## src/rtl/moving_average_pkg.sv

```systemverilog
// Shared types and width helpers for the moving_average boxcar filter.
package moving_average_pkg;

  localparam int DATA_W_DEFAULT = 8;
  localparam int WINDOW_DEFAULT = 4;

  typedef logic signed [DATA_W_DEFAULT-1:0] sample_t;

  // The window sum needs log2(WINDOW) growth bits on top of the sample width.
  function automatic int sum_width(input int data_w, input int window);
    return data_w + $clog2(window);
  endfunction

  localparam int SUM_W_DEFAULT = sum_width(DATA_W_DEFAULT, WINDOW_DEFAULT);

  typedef logic signed [SUM_W_DEFAULT-1:0] sum_t;

endpackage

```

## src/rtl/moving_average_delay_line.sv

```systemverilog
// DEPTH-deep sample shift register exposing its oldest entry; clear beats enable.
module moving_average_delay_line
  import moving_average_pkg::*;
#(
  parameter int DATA_W = DATA_W_DEFAULT,
  parameter int DEPTH  = WINDOW_DEFAULT
) (
  input  logic                     i_clk,
  input  logic                     i_clr,
  input  logic                     i_en,
  input  logic signed [DATA_W-1:0] i_data,
  output logic signed [DATA_W-1:0] o_oldest
);

  // Index 0 holds the newest sample, DEPTH-1 the oldest.
  logic signed [DATA_W-1:0] r_stage [DEPTH];

  always_ff @(posedge i_clk) begin
    if (i_clr) begin
      for (int i = 0; i < DEPTH; i++) begin
        r_stage[i] <= '0;
      end
    end else if (i_en) begin
      r_stage[0] <= i_data;
      for (int i = 1; i < DEPTH; i++) begin
        r_stage[i] <= r_stage[i-1];
      end
    end
  end

  assign o_oldest = r_stage[DEPTH-1];

endmodule

```

## src/rtl/moving_average.sv

```systemverilog
// Streaming boxcar filter: registered floor mean of the last WINDOW signed samples.
// Optional sample-qualifier port eta_valid is enabled by defining MOVING_AVERAGE_VALID_EN.
module moving_average
  import moving_average_pkg::*;
#(
  parameter int DATA_W = DATA_W_DEFAULT,
  parameter int WINDOW = WINDOW_DEFAULT
) (
  input  logic                     system1000,
  input  logic                     system1000_rst,
  input  logic signed [DATA_W-1:0] eta_i1,
`ifdef MOVING_AVERAGE_VALID_EN
  input  logic                     eta_valid,
`endif
  output logic signed [DATA_W-1:0] topLet_o
);

  localparam int SUM_W = sum_width(DATA_W, WINDOW);
  localparam int SHIFT = $clog2(WINDOW);

  typedef logic signed [SUM_W-1:0] acc_t;

  generate
    if (WINDOW < 2 || (WINDOW & (WINDOW - 1)) != 0) begin : g_bad_window
      $error("moving_average: WINDOW must be a power of two and at least 2");
    end
  endgenerate

  logic                     w_en;
  logic signed [DATA_W-1:0] w_oldest;
  acc_t                     w_sum_next;
  acc_t                     r_sum;
  logic signed [DATA_W-1:0] r_avg;

`ifdef MOVING_AVERAGE_VALID_EN
  assign w_en = eta_valid;
`else
  assign w_en = 1'b1;
`endif

  moving_average_delay_line #(
    .DATA_W (DATA_W),
    .DEPTH  (WINDOW)
  ) u_delay_line (
    .i_clk    (system1000),
    .i_clr    (system1000_rst),
    .i_en     (w_en),
    .i_data   (eta_i1),
    .o_oldest (w_oldest)
  );

  // Incremental update: add the arriving sample, retire the one leaving the window.
  assign w_sum_next = r_sum + acc_t'(eta_i1) - acc_t'(w_oldest);

  always_ff @(posedge system1000) begin
    if (system1000_rst) begin
      r_sum <= '0;
      r_avg <= '0;
    end else if (w_en) begin
      r_sum <= w_sum_next;
      // Arithmetic shift floors toward -inf; the mean always fits back in DATA_W.
      r_avg <= DATA_W'(w_sum_next >>> SHIFT);
    end
  end

  assign topLet_o = r_avg;

endmodule

```

## config.mk

```make
export PLATFORM = sky130hd
export DESIGN_NAME = moving_average
export DESIGN_NICKNAME = d
export VERILOG_FILES = /design/src/rtl/moving_average_pkg.sv /design/src/rtl/moving_average_delay_line.sv /design/src/rtl/moving_average.sv
export SDC_FILE = /design/constraint.sdc
export NUM_CORES = 1
export LEC_CHECK = 0
export CAP_MARGIN = 5
export CELL_PAD_IN_SITES_DETAIL_PLACEMENT = 0
export CELL_PAD_IN_SITES_GLOBAL_PLACEMENT = 2
export CORE_MARGIN = 3
export CORE_UTILIZATION = 36
export CTS_CLUSTER_DIAMETER = 120
export DETAILED_ROUTE_END_ITERATION = 8
export PLACE_DENSITY = 0.82
export SYNTH_ARGS = -nofsm -noshare
export SYNTH_HDL_FRONTEND = slang
export SYNTH_SLANG_ARGS = --single-unit
export TNS_END_PERCENT = 5
```

## constraint.sdc

```tcl
create_clock -name system1000 -period 2.6 [get_ports system1000]
set_clock_uncertainty 0.05 [all_clocks]
set_input_delay 0.52 -clock system1000 [delete_from_list [all_inputs] [get_ports system1000]]
set_output_delay 0.52 -clock system1000 [all_outputs]
set_load 0.01 [all_outputs]
```

==> reports/metrics.csv, run 1 <==
stage,metric,value,unit
worst_setup_path,r2r_start,r_sum[2],
final_layout,stdcell_count,282,
clock_network,cts_tree,built,
logic_synthesis,synth_compound_area_share,9.25,%
logic_synthesis,synth_fa_ha_area_share,17.0,%
clock_network,cts_buffer_depth,2,
min_path,min_path_cells,1,
logic_synthesis,yosysTopAreaCell,dfxtp_1,
power_and_ir_drop,p_leak,1.05,nW
logic_synthesis,async_reset_ff_share,0,%
die,rows,25,
timing,max_freq,393,MHz
power_and_ir_drop,finalPower,2.47,mW
timing,maxSlewHeadroom,71.0,%
logic_synthesis,synth_top_cells_by_count,"42 x dfxtp_1, 36 x inv_1, 26 x nor2b_1",
worst_setup_path,cpMostUsedCell,o21a_1,
clock_network,cts_root_buffer,clkbuf_8,
die,num_io_pins,18,
placement,port_buffers,17,
die,die_area,6090,um^2
final_layout,fillers,462,
logic_synthesis,syn-cell-area,1870,um^2
final_layout,fin_util,48.8,%
power_and_ir_drop,seq_power_share,30.4,%
logic_synthesis,ys.flop_type,dfxtp_1,
logic_synthesis,synth_top_cells_by_area,"dfxtp_1 45%, fa_1 9.7%, nor2b_1 8.7%, ha_1 7.4%, inv_1 7.2%",
worst_setup_path,timing.rr.end,r_sum[6],
logic_synthesis,ys_ff_latch,42,
worst_setup_path,cp.arrival,2.73,ns
logic_synthesis,synth-xor-area-share,2.35,%
route,vias_per_cell,4.29,
clock_network,htreeDepth,2,
route,routedWlPerCell,11.4,um
clock_network,clk_pin_slew,0.09,ns
grt,grt_max_degree,43,
logic_synthesis,synth_top_family_by_area,adder cells,
placement,routabilityCongestion,0.778,
min_path,hp-start,u_delay_line.r_stage[0][23],
worst_setup_path,r2r_cells,9,
run_status,outcome,"complete, no violations",
worst_setup_path,cp-start-kind,input pin,
clock_network,cts-hold-fix-buffers,0,
final_layout,antennaDiodeCount,0,
timing,tightest_slew,0.435,ns
worst_setup_path,crit_buf_inv,3,
worst_setup_path,path_class,in2reg,
power_and_ir_drop,irDropWorstVdd,447,uV
run,drv_cap,0,
worst_setup_path,crit_slowest_cell,fa_1,
logic_synthesis,synth.top_cell.area_share,45.0,%
logic_synthesis,seq_area_frac_synth,45.0,%
route,drt_iter0_drc,28,
logic_synthesis,synthSimpleGateAreaFrac,15.1,%
logic_synthesis,synth_mux_area_share,0,%
final_layout,drive_gt1_share,22.8,%
die,die_h,78.0,um
die,placeableCoreArea,4880,um^2
min_path,hold_path_end,u_delay_line.r_stage[0][31],
power_and_ir_drop,switching_power,875,uW
power_and_ir_drop,p_sw_share,35.4,%
worst_setup_path,critPathMaxFanout,4,
power_and_ir_drop,power.density,1040,nW/um^2
logic_synthesis,ys_types,29,
logic_synthesis,syn_area_per_cell,9.93,um^2
worst_setup_path,slowest_delay,0.54,ns
power_and_ir_drop,combPwrFrac,52.5,%
power_and_ir_drop,p_int,1.60,mW
clock_network,clk_latency,0.29,ns
timing,finalSetupTns,0,ns
worst_setup_path,rrSetupSlack,0.29,ns
final_layout,areaGrowthSynthToFinish,27.6,%
route,drc,0,
timing,finalCritPeriodShare,97.9,%
final_layout,design_area,2380,um^2
grt,grt_pass1_wl,5240,um
grt,globalRouteOverflowTotal,0,
route,dr.pass1.iters,4,
logic_synthesis,syn_nets,218,
min_path,hold_path.class,reg2reg,
grt,grt_usage,11.2,%
timing,finalSetupViolCount,0,
worst_setup_path,crit_family,adder cells,
worst_setup_path,worstSetupEndpointType,register,
die,die_w,78.0,um
final_layout,nNetsFinal,244,
logic_synthesis,synth-edff-count,0,
logic_synthesis,yosysMostFrequentCell,dfxtp_1,
power_and_ir_drop,p_clk_share,17.1,%
timing,hold_viol,0,
placement,place_area,2140,um^2
clock_network,cts.sinks,42,
timing,slew_viol_final,0,
placement,placedCellCount,272,
logic_synthesis,synthCells,188,
route,num_vias,1210,
grt,antenna_found_initial,0,
timing,fin_crit,2.54,ns
worst_setup_path,cp_cell_sequence,clkdlybuf4s50_1 > inv_2 > fa_1 > inv_1 > ha_4 > o21a_1 > o31a_1 > o21a_1 > o21a_1 > nor3_2,
grt,grt_pass1_vias,1155,
die,start_util,38.3,%
route,drt_wl_total,3220,um
clock_network,numCtsBuffers,5,
placement,hpwl,2230,um
worst_setup_path,cp.required,2.78,ns
route,ant_nets,0,
logic_synthesis,yosys_warnings,0,
[stage by stage]
stage | setup WS, ns | hold slack, ns
final | 0.0554 | 0.386
after floorplan | 0.163 | 0.364
after global placement | -0.439 | 0.367
after detailed placement | -0.461 | 0.370
after global routing | -0.0380 | 0.403
after CTS | 0.0154 | 0.387
[routing by layer]
metal  GRT usage [%]  vias up  part of all wire (%)
met3            4.13        9                   4.6
met2            15.8       21                    44
li1                -      622                     -
met1            14.9      558                    49
met4            5.59        0                   2.3
met5               0        -                     0
[cells in the final DEF, fill, tap and decap left out, types with 3 or more instances in the layout]
cell type         n
dfxtp_1          42
inv_1            29
nor2b_1          26
buf_4            14
nor2_1           13
clkdlybuf4s50_1  13
fa_1              8
inv_2             7
ha_4              7
clkbuf_8          5
o21a_1            4
xor2_1            4
dlymetal6s2s_1    4
a21o_1            3
a21oi_1           3
ha_1              3
[timing repair]
item / CTS / global route
setup endpoints to repair: 4 / 5
setup buffers: 0 / 2
pin swaps: 3 / 16
hold endpoints to repair: 0 / 0
resized for setup: 9 / 21
[cell families after synthesis]
family	Yosys count
DFF	42
adders and majority gates	20
and+or+nand+nor	49
AOI/OAI and AO/OA	24
buffers and inverters	48
xor gates and xnor gates	5
[worst max-delay path by stage]
| stage | cells past startpoint | slack, ns | endpoint | start |
|---|---|---|---|---|
| 6_report | 10 | 0.06 | r_sum[6] | eta_i1[3] |
| 5_1_grt | 10 | -0.04 | r_sum[6] | eta_i1[3] |
| 4_1_cts | 9 | 0.02 | r_sum[8] | eta_i1[7] |
| 3_5_place_dp | 9 | -0.46 | r_sum[8] | eta_i1[7] |
| 3_3_place_gp | 9 | -0.44 | r_sum[8] | eta_i1[7] |
| 2_1_floorplan | 8 | 0.16 | r_sum[8] | eta_i1[7] |
[power by group through the flow]
stage	Clock, mW	Combinational [mW]	Sequential [mW]
finish	0.423	1.30	0.752
global route	0.466	1.44	0.760
CTS	0.443	1.13	0.755
detailed placement	0	1.03	0.769
global placement	0	1.01	0.767
floorplan	0	0.743	0.757
[state kept, by name (all words and copies together), names as in the netlist]
name	cells
r_sum	10
u_delay_line.r_stage	32
[worst register-to-register path: stages, from the launching register on]
cell and delay [ns]:
dfxtp_1 0.34, inv_1 0.06, fa_1 0.55, inv_2 0.05, ha_4 0.24, nor2b_4 0.13, o31a_1 0.32, o21a_1 0.24
o21a_1 0.20, nor3_2 0.09
[layout make-up]
class	count	area [um^2]	area share [%]
Multi-Input combinational cell	98	947	39.8
Inverter	36	135	5.67
Clock buffer	5	68.8	2.89
Sequential cell	42	841	35.3
Timing Repair Buffer	31	285	12.0
Clock inverter	3	21.3	0.893
Tap cell	67	83.8	3.52
No activity file was read; power rests on OpenSTA's default activity.
==> run 2: changes to the inputs <==
- CORE_UTILIZATION: 36 -> 38
- PLACE_DENSITY: 0.82 -> 0.86
- RECOVER_POWER: default -> 25
- clock period: 2.6 -> 3.2 ns (I/O delays scaled with it)
==> reports/metrics.csv, run 2 (same netlist as run 1, synthesis figures left out) <==
stage,metric,value,unit
timing,tightest_slew,1.73,ns
run,drv_cap,1,
final_layout,regMostFlops,u_delay_line.r_stage,
timing,finalSetupViolCount,0,
final_layout,fillers,439,
worst_setup_path,path_class,in2reg,
die,num_io_pins,18,
grt,antenna_found_initial,0,
route,ant_nets,0,
final_layout,final_common_cell,dfxtp_1,
grt,grt_usage,11.2,%
final_layout,largest_reg_flops,32,
timing,finalSetupTns,0,ns
timing,rsz0062_at_grt,false,
timing,finalCritPeriodShare,90.3,%
final_layout,mostFrequentLayoutCells,"42 x dfxtp_1, 36 x inv_1, 26 x nor2b_1, 16 x clkdlybuf4s50_1, 13 x nor2_1",
clock_network,cts_root_buffer,clkbuf_8,
power_and_ir_drop,p_sw_share,33.0,%
final_layout,antennaDiodeCount,0,
final_layout,drive_gt1_share,7.32,%
placement,port_buffers,17,
final_layout,nNetsFinal,234,
clock_network,cts_resized,0,
worst_setup_path,cp.arrival,2.95,ns
clock_network,cts.sinks,42,
min_path,hold_path.class,reg2reg,
power_and_ir_drop,power.density,820,nW/um^2
die,placeableCoreArea,4530,um^2
placement,routabilityCongestion,0.835,
clock_network,clk_pin_slew,0.08,ns
timing,fin_hold_ws,0.389,ns
placement,hpwl,2120,um
final_layout,stdcell_count,270,
die,rows,24,
final_layout,multi_input_area,816,um^2
clock_network,cts_buffer_depth,2,
worst_setup_path,cp.required,3.26,ns
grt,grt_pass1_vias,1136,
worst_setup_path,critPathMaxFanout,4,
timing,slew_viol_final,43,
clock_network,post_cts_buffers,0,
placement,placedCellCount,262,
power_and_ir_drop,seq_power_share,34.3,%
route,num_vias,1125,
power_and_ir_drop,p_clk_share,23.1,%
route,drc,0,
power_and_ir_drop,p_int,1.20,mW
final_layout,register_area,841,um^2
grt,globalRouteOverflowTotal,0,
route,top_layer,met4,
route,dr_wl_met2,1210,um
route,wl_met3,113,um
clock_network,cts-hold-fix-buffers,0,
worst_setup_path,worstSetupEndpointType,register,
route,routedWlPerCell,10.4,um
clock_network,numCtsBuffers,5,
timing,hold_viol,0,
clock_network,htreeDepth,2,
die,die_h,76.1,um
route,wl_met1,1410,um
final_layout,fin_util,48.1,%
route,drt_wl_total,2810,um
clock_network,cts_tree,built,
timing,maxSlewHeadroom,-15.0,%
die,start_util,41.2,%
grt,grt_max_degree,43,
route,drt_iter0_drc,40,
final_layout,largestRegisters,"u_delay_line.r_stage: 32 flops, r_sum: 10 flops",
grt,grt_pass1_wl,5040,um
timing,max_freq,346,MHz
timing,fin_crit,2.89,ns
power_and_ir_drop,switching_power,590,uW
die,die_area,5790,um^2
run_status,violations,"capacitance limit, slew limit",
final_layout,areaGrowthSynthToFinish,16.8,%
route,dr.pass1.iters,4,
power_and_ir_drop,irDropWorstVdd,322,uV
run_status,outcome,"finished, violations left",
die,die_w,76.1,um
power_and_ir_drop,p_leak,0.971,nW
worst_setup_path,cp-start-kind,input pin,
power_and_ir_drop,combPwrFrac,42.6,%
route,vias_per_cell,4.17,
clock_network,clk_latency,0.29,ns
[run 2: changes by cell type in the layout (fill, tap and decap cells not counted), sizes merged]
cell,previous run,this run
buf,14,3
bufinv,0,1
clkbuf,5,7
clkdlybuf4s50,13,16
clkinv,2,0
dlygate4sd3,0,1
dlymetal6s2s,4,0
[run 2: cell type report]
| type | count | share of cell area, % |
|---|---|---|
| sequential | 42 | 38.6 |
| multi-input combinational | 98 | 37.4 |
| timing repair buffer | 21 | 9.01 |
| inverter | 36 | 6.20 |
| tap | 65 | 3.73 |
| clock buffer | 6 | 3.33 |
| clock inverter | 2 | 1.72 |
[run 2: power groups by stage]
stage	clock network (mW)	registers, mW	logic (mW)
2_1_floorplan	0	0.615	0.603
3_3_place_gp	0	0.622	0.756
3_5_place_dp	0	0.625	0.767
4_1_cts	0.428	0.614	0.770
5_1_grt	0.453	0.623	0.867
6_report	0.413	0.612	0.762
[run 2: final timing paths]
path / start / end / slack [ns] / depth (start not counted)
hold / removal: u_delay_line.r_stage[0][6] / u_delay_line.r_stage[0][14] / 0.39 / 1
hold reg to reg: u_delay_line.r_stage[0][6] / u_delay_line.r_stage[0][14] / 0.39 / 1
setup reg to reg: r_sum[2] / r_sum[6] / 0.81 / 9
setup / recovery: eta_i1[2] / r_sum[6] / 0.31 / 10
[run 2: routing by layer]
| metal | GRT usage (%) | up-vias |
|---|---|---|
| met2 | 17.0 | 22 |
| met1 | 13.8 | 492 |
| met5 | 0 | - |
| li1 | - | 602 |
| met3 | 3.19 | 9 |
| met4 | 7.07 | 0 |
[run 2: worst max-delay path, stage by stage]
cell	delay, ns
clkdlybuf4s50_1	0.46
inv_1	0.06
fa_1	0.54
inv_1	0.04
ha_1	0.33
nor2b_4	0.15
o31a_1	0.27
o21a_1	0.19
nor3_1	0.19
nor3_2	0.08
[run 2: metrics by stage]
stage          setup slack [ns]  instance area, um^2  power (mW)
5_1_grt                  0.0976                 2180        1.94
4_1_cts                   0.357                 2180        1.81
6_report                  0.309                 2180        1.79
3_5_place_dp             0.0282                 2070        1.39
3_3_place_gp             0.0309                 2070        1.38
2_1_floorplan             0.643                 1870        1.22
